[src/rtl/demux_1to8_deser_if.sv]
// Serial-link / parallel-word bundle between the bit source, the deserializer and the word consumer.
// master = link driver and word consumer side; slave = deserializer side.
interface demux_1to8_deser_if #(
   parameter int N     = 8,
   parameter int SEL_W = $clog2(N)
);
   logic             bit_in;
   logic             bit_valid;
   logic             frame_start;
   logic [SEL_W-1:0] sel;
   logic [N-1:0]     data_out;
   logic             out_valid;
   logic             out_ready;
   logic             overrun;
   logic             clear_overrun;

   modport master (
      output bit_in, bit_valid, frame_start, out_ready, clear_overrun,
      input  sel, data_out, out_valid, overrun
   );

   modport slave (
      input  bit_in, bit_valid, frame_start, out_ready, clear_overrun,
      output sel, data_out, out_valid, overrun
   );
endinterface

[src/rtl/demux_1to8_deser.sv]
// Serial-to-parallel deserializer; word appears the cycle after its N-th bit, held in a valid/ready register.
// Backpressure: one word buffered plus one assembling; a word completing while the previous is unconsumed is dropped and flagged.
module demux_1to8_deser #(
   parameter int N     = 8,
   parameter int SEL_W = $clog2(N)
) (
   input  logic                 clk,
   input  logic                 rst_n,
   demux_1to8_deser_if.slave    bus
);

   typedef enum logic {
      EMPTY = 1'b0,
      FULL  = 1'b1
   } ostate_t;

   ostate_t          state_q, state_d;
   logic [N-1:0]     acc_q, acc_d;
   logic [N-1:0]     dout_q, dout_d;
   logic [SEL_W-1:0] sel_q, sel_d;
   logic             ovr_q, ovr_d;

   logic [SEL_W-1:0] idx;
   logic [N-1:0]     word;
   logic             done;
   logic             load;
   logic             drop;

   // frame_start realigns: a valid bit on that cycle always lands in slot 0
   always_comb begin
      idx   = bus.frame_start ? '0 : sel_q;
      done  = bus.bit_valid && (idx == SEL_W'(N-1));
      word  = acc_q;
      word[N-1] = bus.bit_in;
      acc_d = acc_q;
      sel_d = sel_q;
      if (bus.bit_valid) begin
         if (done) begin
            acc_d = '0;
            sel_d = '0;
         end else begin
            acc_d[idx] = bus.bit_in;
            sel_d      = idx + 1'b1;
         end
      end else if (bus.frame_start) begin
         acc_d = '0;
         sel_d = '0;
      end
   end

   always_comb begin
      state_d = state_q;
      dout_d  = dout_q;
      load    = 1'b0;
      drop    = 1'b0;
      case (state_q)
         EMPTY: begin
            if (done) begin
               state_d = FULL;
               load    = 1'b1;
            end
         end
         FULL: begin
            if (done && bus.out_ready) begin
               load = 1'b1;
            end else if (done) begin
               drop = 1'b1;
            end else if (bus.out_ready) begin
               state_d = EMPTY;
            end
         end
         default: state_d = EMPTY;
      endcase
      if (load) begin
         dout_d = word;
      end
      // a drop in the same cycle as a clear keeps the flag set
      if (drop) begin
         ovr_d = 1'b1;
      end else if (bus.clear_overrun) begin
         ovr_d = 1'b0;
      end else begin
         ovr_d = ovr_q;
      end
   end

   always_ff @(posedge clk or negedge rst_n) begin
      if (!rst_n) begin
         state_q <= EMPTY;
         acc_q   <= '0;
         dout_q  <= '0;
         sel_q   <= '0;
         ovr_q   <= 1'b0;
      end else begin
         state_q <= state_d;
         acc_q   <= acc_d;
         dout_q  <= dout_d;
         sel_q   <= sel_d;
         ovr_q   <= ovr_d;
      end
   end

   assign bus.sel       = sel_q;
   assign bus.data_out  = dout_q;
   assign bus.out_valid = (state_q == FULL);
   assign bus.overrun   = ovr_q;

endmodule

[src/flat_wrapper.sv]
// flat-port wrapper written by rule: the top's interface ports become plain ports
module demux_1to8_deser_flat 
#(
   parameter int N     = 8,
   parameter int SEL_W = $clog2(N)
)
  (clk, rst_n, bus_bit_in, bus_bit_valid, bus_frame_start, bus_out_ready, bus_clear_overrun, bus_sel, bus_data_out, bus_out_valid, bus_overrun);
  demux_1to8_deser_if #(.N(N), .SEL_W(SEL_W)) bus_i ();
  input  logic clk;
  input  logic rst_n;
  input wire logic [$bits(bus_i.bit_in)-1:0] bus_bit_in;
  input wire logic [$bits(bus_i.bit_valid)-1:0] bus_bit_valid;
  input wire logic [$bits(bus_i.frame_start)-1:0] bus_frame_start;
  input wire logic [$bits(bus_i.out_ready)-1:0] bus_out_ready;
  input wire logic [$bits(bus_i.clear_overrun)-1:0] bus_clear_overrun;
  output wire logic [$bits(bus_i.sel)-1:0] bus_sel;
  output wire logic [$bits(bus_i.data_out)-1:0] bus_data_out;
  output wire logic [$bits(bus_i.out_valid)-1:0] bus_out_valid;
  output wire logic [$bits(bus_i.overrun)-1:0] bus_overrun;
  assign bus_i.bit_in = bus_bit_in;
  assign bus_i.bit_valid = bus_bit_valid;
  assign bus_i.frame_start = bus_frame_start;
  assign bus_i.out_ready = bus_out_ready;
  assign bus_i.clear_overrun = bus_clear_overrun;
  assign bus_sel = bus_i.sel;
  assign bus_data_out = bus_i.data_out;
  assign bus_out_valid = bus_i.out_valid;
  assign bus_overrun = bus_i.overrun;
  demux_1to8_deser #(.N(N), .SEL_W(SEL_W)) u_core (.clk(clk), .rst_n(rst_n), .bus(bus_i));
endmodule
[config.mk]
export PLATFORM = sky130hd
export DESIGN_NAME = demux_1to8_deser_flat
export DESIGN_NICKNAME = d
export VERILOG_FILES = /design/src/rtl/demux_1to8_deser_if.sv /design/src/rtl/demux_1to8_deser.sv /design/src/flat_wrapper.sv
export SDC_FILE = /design/constraint.sdc
export NUM_CORES = 1
export LEC_CHECK = 0
export ABC_CLOCK_PERIOD_IN_PS = 1700
export BUFFER_PORTS_ARGS = -buffer_cell sky130_fd_sc_hd__buf_4
export CAP_MARGIN = 30
export CORE_MARGIN = 2
export CORE_UTILIZATION = 52
export DETAILED_ROUTE_END_ITERATION = 12
export HOLD_SLACK_MARGIN = 0.08
export PLACE_DENSITY = 0.77
export SLEW_MARGIN = 20
export SYNTH_ARGS = -nofsm -noshare
export SYNTH_HDL_FRONTEND = slang
export SYNTH_SLANG_ARGS = --single-unit
[constraint.sdc]
create_clock -name clk -period 1.7 [get_ports clk]
set_clock_uncertainty 0.1 [all_clocks]
set_input_delay 0.255 -clock clk [delete_from_list [all_inputs] [get_ports clk]]
set_output_delay 0.255 -clock clk [all_outputs]
set_load 0.02 [all_outputs]
# Yosys cells after proc, flatten, opt, wreduce, memory -nomap -nowiden
# Index checks and enable logic that the tools add are counted.
[totals] latch_bits=0 ram_bits=0 mem_bits_ro=0 regBits=21 word_cells=35 output_inout_bits=13 mem_count=0
[op_classes] n_eq_ne=1 n_mux=20 n_shift=0 n_reduce_logical=5 multipliers=0 n_lt_le_gt_ge=2 div=0 addsub=1 bitwise_logic=1
[op_table] operator="2-to-1 mux 8 bit" count=3
[op_table] operator="2-to-1 mux 1 bit" count=10
[op_table] operator="2-to-1 mux 3 bit" count=3
[op_table] operator="bitwise mux 8 bit" count=1
[op_table] operator="less-than comparator 3 x 4 -> 1 bit (second input constant)" count=1
[op_table] operator="case mux 1 bit (2 select lines)" count=2
[op_table] operator="nonzero test 2 bit" count=2
[op_table] operator="adder 3 x 1 -> 3 bit (second input constant)" count=1
[op_table] operator="demux 1 bit (select 3 bit)" count=1
[op_table] operator="== test 3 bit (second input constant)" count=1
[op_table] operator=">= comparator 3 x 1 -> 1 bit (second input constant)" count=1
[op_table] operator="logical AND 1 bit" count=3
[op_table] operator="NOT 1 bit" count=1

# Logic depth before layout (Yosys ltp)
[logic_depth] depth_word=8 depth_mapped=4 mapped_depth_nobuf=3

# Worst setup path before layout
# Ideal clock, no wire load.
[synth_timing] path_kind="register to register" startpoint="reg u_core.sel_q[0] (netlist: u_core.bus.sel[0])" endpoint="reg u_core.dout_q[7] (netlist: u_core.bus.data_out[7])" path_stages_with_launch=4 synth_period_minus_slack_ns=1.577 slack_ns=0.123 arrival_time_ns=1.352 setup_ns=0.125 cell_sequence="dfrtp_1 -> nand2_1 -> nor3b_4 -> mux2_2"
[synth_between] elab_chain_cells=6
[synth_lines] element="from (decl)" line="demux_1to8_deser.sv:20" rtl="logic [SEL_W-1:0] sel_q, sel_d;"
[synth_lines] element="from (signal assigned)" line="demux_1to8_deser.sv:98" rtl="sel_q <= sel_d;"
[synth_lines] element="2-to-1 mux 3 bit *"
[synth_lines] element="== test 3 bit *" line="demux_1to8_deser.sv:32" rtl="done = bus.bit_valid && (idx == SEL_W'(N-1));"
[synth_lines] element="logical AND 1 bit *" line="demux_1to8_deser.sv:32"
[synth_lines] element="logical AND 1 bit" line="demux_1to8_deser.sv:64" rtl="if (done && bus.out_ready) begin"
[synth_lines] element="2-to-1 mux 1 bit" line="demux_1to8_deser.sv:64"
[synth_lines] element="case mux 1 bit (2 select lines) *" line="demux_1to8_deser.sv:56" rtl="case (state_q)"
[synth_lines] element="to (signal assigned)" line="demux_1to8_deser.sv:97" rtl="dout_q <= dout_d;"
[synth_lines] element="to (decl)" line="demux_1to8_deser.sv:19" rtl="logic [N-1:0] dout_q, dout_d;"
# Mark *: on every way between the ends. The rest lies on a longest branch, timed or not.
# A chain may end at the register's enable or synchronous reset.

# Worst setup path in the final report
[layout_timing] startpoint="reg u_core.sel_q[2] (netlist: u_core.bus.sel[2])" endpoint="reg u_core.dout_q[5] (netlist: u_core.bus.data_out[5])"
# Same word-level chain as after synthesis.

==> results by stage <==
Timing:
- The final number of hold-violating endpoints is 0.
- Setup repair after global routing left no endpoint under its margin.
- For the pin with the worst max-slew slack, the measured transition is between 0.4 and 0.5 ns.
- The accumulated negative setup slack is 0 ns.
- The top achievable clock speed is 0.644 GHz.
- The worst pin sits at a relative slew slack of 70.2%.
- The final critical path takes up between 90 and 100% of the cycle.
- The max-slew violation total from the final report is 0.
- The worst path in the final design needs a cycle of 1.55 ns, including I/O delays and setup.
- The number of failing setup endpoints in the final timing report is 0.

Logic synthesis:
- The synthesized design contains 20 register bits.
- The count of distinct cell types in the synthesized netlist is 28.
- The mapped netlist covers 961 µm².
- The synthesis warning total is 0.
- In this run the mean area of a mapped cell was 11.4 µm².
- The net count after synthesis is 91.
- The synthesized netlist cell count is 84.
- After synthesis, flip-flops and latches occupy between 50% and 60% of the total area.

Routing:
- The via density per instance is between 5 and 6.
- The first detailed-routing pass took 4 iterations.
- The number of remaining DRC errors is 0.
- For this block, the initial DRC count from the detailed router was 18.
- The final layout contains routed wiring with a total length of 1.78 mm.
- After detailed routing, the average wire length per cell comes to 13.4 µm.
- The detailed-route via count is between 700 and 800.
- The remaining antenna violation count after routing is 0.

Worst hold path:
- The path category of the worst min-delay check is input pin to flip-flop.

Power and ir drop:
- The switching share of power is 26.5%.
- The power spent charging and discharging nets is 0.000260 W.
- The total power is 0.000983 W.
- VDD sags by at most a little under 0.7 mV.
- The part of the power in the clock network is around a quarter.
- Cell internal power was estimated by the tool at 0.000723 W.
- Per report_power, the sequential group accounts for 54.3% of the total.
- The power density of the placed cells is 821 nW/µm².
- The leakage dissipation is slightly below 0.6 nW.
- Combinational cells account for 19.2% of the total power.

Global route:
- The initial antenna violation count is 0.
- The total track usage is 19.8%.
- Entering global routing, the biggest net connects 21 pins.
- The via count of the first global-routing pass is 664.
- The total grt overflow is 0.
- The global-route wire length before repair is 3.01 mm.

CTS:
- The number of cells upsized or downsized after cts is 0.
- The clock transition at the register clock pins on the worst setup and hold paths after CTS is about 0.10 ns.
- In this run the deepest clock path goes through 2 buffers.
- In this run the number of H-tree levels came out at 1.
- The TritonCTS buffer count is 3.
- The tree built by TritonCTS fans out to 20 sinks.
- The root buffer cell is sky130_fd_sc_hd__clkbuf_4.
- The TritonCTS clock tree is yes.
- Clock latency on the worst-skew pair, taken at its later pin, is about 0.3 ns.

Worst setup path:
- The worst setup path is launched from a flip-flop.
- The required arrival time at the worst endpoint is ~1.8 ns.
- The combined buffer and inverter count along the critical path is 0.
- The cell family contributing the most delay on the critical path is simple AND/OR/NAND/NOR gates.
- STA puts the critical path data arrival time at between 1.5 and 2 ns.
- Walking the worst path, the cells encountered are nand3b_4, nor3b_4, mux2_2.
- STA classifies the critical path endpoint as a flip-flop.
- In this design, the stage delay of the slowest critical-path cell is roughly 0.42 ns.
- By startpoint and endpoint, the worst setup path is classified as flip-flop to flip-flop.
- For this design, the slowest cell found on the critical path is sky130_fd_sc_hd__nor3b_4.
- The maximum fanout count along the critical path is 8.

Layout:
- The final net count is 116.
- The area growth from synthesis to layout is 24.6%.
- The filler-free cell count of the finished design is ~130.
- The post-route netlist has 36.1% of its cells at a drive strength greater than 1.
- The repair_antennas step left the layout with diodes totalling 0.

Floorplanning:
- The die boundary width is around 47 µm.
- In this run the count of I/O pins placed on the die edge is 20.
- The height of the chip is around 47 µm.
- For this configuration, the core starts out at a cell density of 55.7%.
- The total die area is about 2200 µm².
- The floorplan step defined a core boundary enclosing 1730 µm².
- The floorplan has 15 rows.

Place:
- Input and output buffers added on the ports amount to 19.
- The count of placed standard cells including taps is 127.
- Once detailed placement completed, the half-perimeter wirelength came to about 1.3 mm.
- The congestion estimate from routability-driven global placement came to between 0.7 and 0.8.

Run status:
- The flow ran to the end, and the final reports show no timing, DRC or antenna violations.

Run:
- The reported max-cap violation count is 0.
[through the flow]
stage	setup slack [ns]	area, µm²	hold slack, ns	util [%]
2_1_floorplan	0.123	961	-0.141	-
3_3_place_gp	0.117	1140	0.0431	66.1
3_5_place_dp	0.0889	1140	0.0447	66.1
4_1_cts	0.124	1200	0.138	69.3
5_1_grt	0.0491	1200	0.138	69.3
6_report	0.147	1200	0.150	69.3
[synth_stat cells]
master,instances,area share (%)
sky130_fd_sc_hd__dfrtp_1,20,52
sky130_fd_sc_hd__mux2_2,8,9.4
sky130_fd_sc_hd__nand3_1,5,2.6
sky130_fd_sc_hd__o211ai_1,5,3.9
sky130_fd_sc_hd__buf_2,4,2.1
sky130_fd_sc_hd__nand2_1,4,1.6
sky130_fd_sc_hd__nand2b_1,4,2.6
sky130_fd_sc_hd__inv_1,3,1.2
sky130_fd_sc_hd__nand3b_1,3,2.3
sky130_fd_sc_hd__o21ai_0,3,1.6
sky130_fd_sc_hd__xor2_1,3,2.7
sky130_fd_sc_hd__nand4_1,2,1.3
sky130_fd_sc_hd__nor2_1,2,0.78
sky130_fd_sc_hd__nor2b_1,2,1.3
sky130_fd_sc_hd__o41ai_1,2,1.8
sky130_fd_sc_hd__or2_2,2,1.3
sky130_fd_sc_hd__a32oi_1,1,0.91
sky130_fd_sc_hd__and2_1,1,0.65
sky130_fd_sc_hd__and3_1,1,0.65
sky130_fd_sc_hd__and3b_1,1,0.91
sky130_fd_sc_hd__clkbuf_1,1,0.39
sky130_fd_sc_hd__nand3b_4,1,2.1
sky130_fd_sc_hd__nand4b_1,1,0.91
sky130_fd_sc_hd__nor3_1,1,0.52
sky130_fd_sc_hd__nor3b_4,1,2.0
sky130_fd_sc_hd__o221ai_1,1,0.91
sky130_fd_sc_hd__o22ai_1,1,0.65
sky130_fd_sc_hd__xnor2_1,1,0.91
[per-layer routing]
metal  vias to the layer above  global-route usage (%)  routed length, µm
li1                        357                       -                  -
met1                       340                    25.9                783
met2                        25                    30.7                890
met3                         2                    6.15                 98
met4                         0                    7.78                 12
met5                         -                       0                  0
[layout make-up]
cell class,instances,area [µm²]
fill,137,529
sequential,20,500
multi-input combinational,56,425
timing repair buffer,25,193
clock buffer,4,36.3
tap,25,31.3
inverter,3,11.3
[state kept, by name, summed over array words and instances (netlist names)]
register	flops
u_core.acc_q	7
u_core.bus.data_out	8
u_core.bus.out_valid	1
u_core.bus.overrun	1
u_core.bus.sel	3
[cells by family after synthesis]
logic type | Yosys count | share of synthesized area (%)
xor+xnor | 4 | 3.65
mux | 8 | 9.38
flops | 20 | 52.1
compound gates | 13 | 9.77
buf+inv | 8 | 3.65
simple gates | 31 | 21.5
[worst register-to-register path, stage by stage (launching register included)]
cell and delay (ns):
sky130_fd_sc_hd__dfrtp_1 0.40, sky130_fd_sc_hd__nand3b_4 0.12, sky130_fd_sc_hd__nor3b_4 0.42, sky130_fd_sc_hd__mux2_2 0.39
[worst paths after layout]
kind	cells after the start	startpoint	to	slack (ns)
worst max-delay path	3	u_core.bus.sel[2]	u_core.bus.data_out[5]	0.15
max in group asynchronous	2	rst_n	u_core.bus.overrun	1.03
worst max register to register	3	u_core.bus.sel[2]	u_core.bus.data_out[5]	0.15
worst min-delay path	2	bus_bit_in	u_core.bus.data_out[7]	0.15
min in group asynchronous	2	rst_n	u_core.bus.sel[2]	0.25
worst min register to register	1	u_core.bus.data_out[7]	u_core.bus.data_out[7]	0.42
[power by group through the flow]
stage | combinational (W) | clock (W) | sequential (W)
after floorplan | 0.0000979 | 0 | 0.000555
after global placement | 0.000180 | 0 | 0.000541
after detailed placement | 0.000185 | 0 | 0.000542
after CTS | 0.000189 | 0.000274 | 0.000533
after global routing | 0.000211 | 0.000293 | 0.000537
final | 0.000189 | 0.000261 | 0.000534
[placed cells by master (no fill, tap or decap)]
cell / Yosys / final
sky130_fd_sc_hd__nor2b_1: 2 / 2
sky130_fd_sc_hd__nor3_1: 1 / 1
sky130_fd_sc_hd__xnor2_1: 1 / 1
sky130_fd_sc_hd__and3_1: 1 / 1
sky130_fd_sc_hd__dfrtp_1: 20 / 20
sky130_fd_sc_hd__nor3b_4: 1 / 1
sky130_fd_sc_hd__nand4_1: 2 / 2
sky130_fd_sc_hd__o211ai_1: 5 / 5
sky130_fd_sc_hd__o22ai_1: 1 / 1
sky130_fd_sc_hd__nand4b_1: 1 / 1
sky130_fd_sc_hd__and2_1: 1 / 1
sky130_fd_sc_hd__clkbuf_8: 0 / 1
sky130_fd_sc_hd__nor2_1: 2 / 2
sky130_fd_sc_hd__xor2_1: 3 / 3
sky130_fd_sc_hd__nand3b_4: 1 / 1
sky130_fd_sc_hd__nand2b_1: 4 / 4
sky130_fd_sc_hd__nand3_1: 5 / 5
sky130_fd_sc_hd__a32oi_1: 1 / 1
sky130_fd_sc_hd__o221ai_1: 1 / 1
sky130_fd_sc_hd__o21ai_0: 3 / 3
sky130_fd_sc_hd__mux2_2: 8 / 8
sky130_fd_sc_hd__buf_4: 0 / 23
sky130_fd_sc_hd__or2_2: 2 / 2
sky130_fd_sc_hd__nand2_1: 4 / 4
sky130_fd_sc_hd__inv_1: 3 / 3
sky130_fd_sc_hd__dlygate4sd3_1: 0 / 2
sky130_fd_sc_hd__nand3b_1: 3 / 3
sky130_fd_sc_hd__clkbuf_4: 0 / 3
sky130_fd_sc_hd__and3b_1: 1 / 1
sky130_fd_sc_hd__o41ai_1: 2 / 2
[timing repair]
action                                 CTS  global route
endpoints found under the hold margin   21             0
hold buffers                             2             0
buffers inserted                         0             0
No activity file was read; power rests on OpenSTA's default activity.
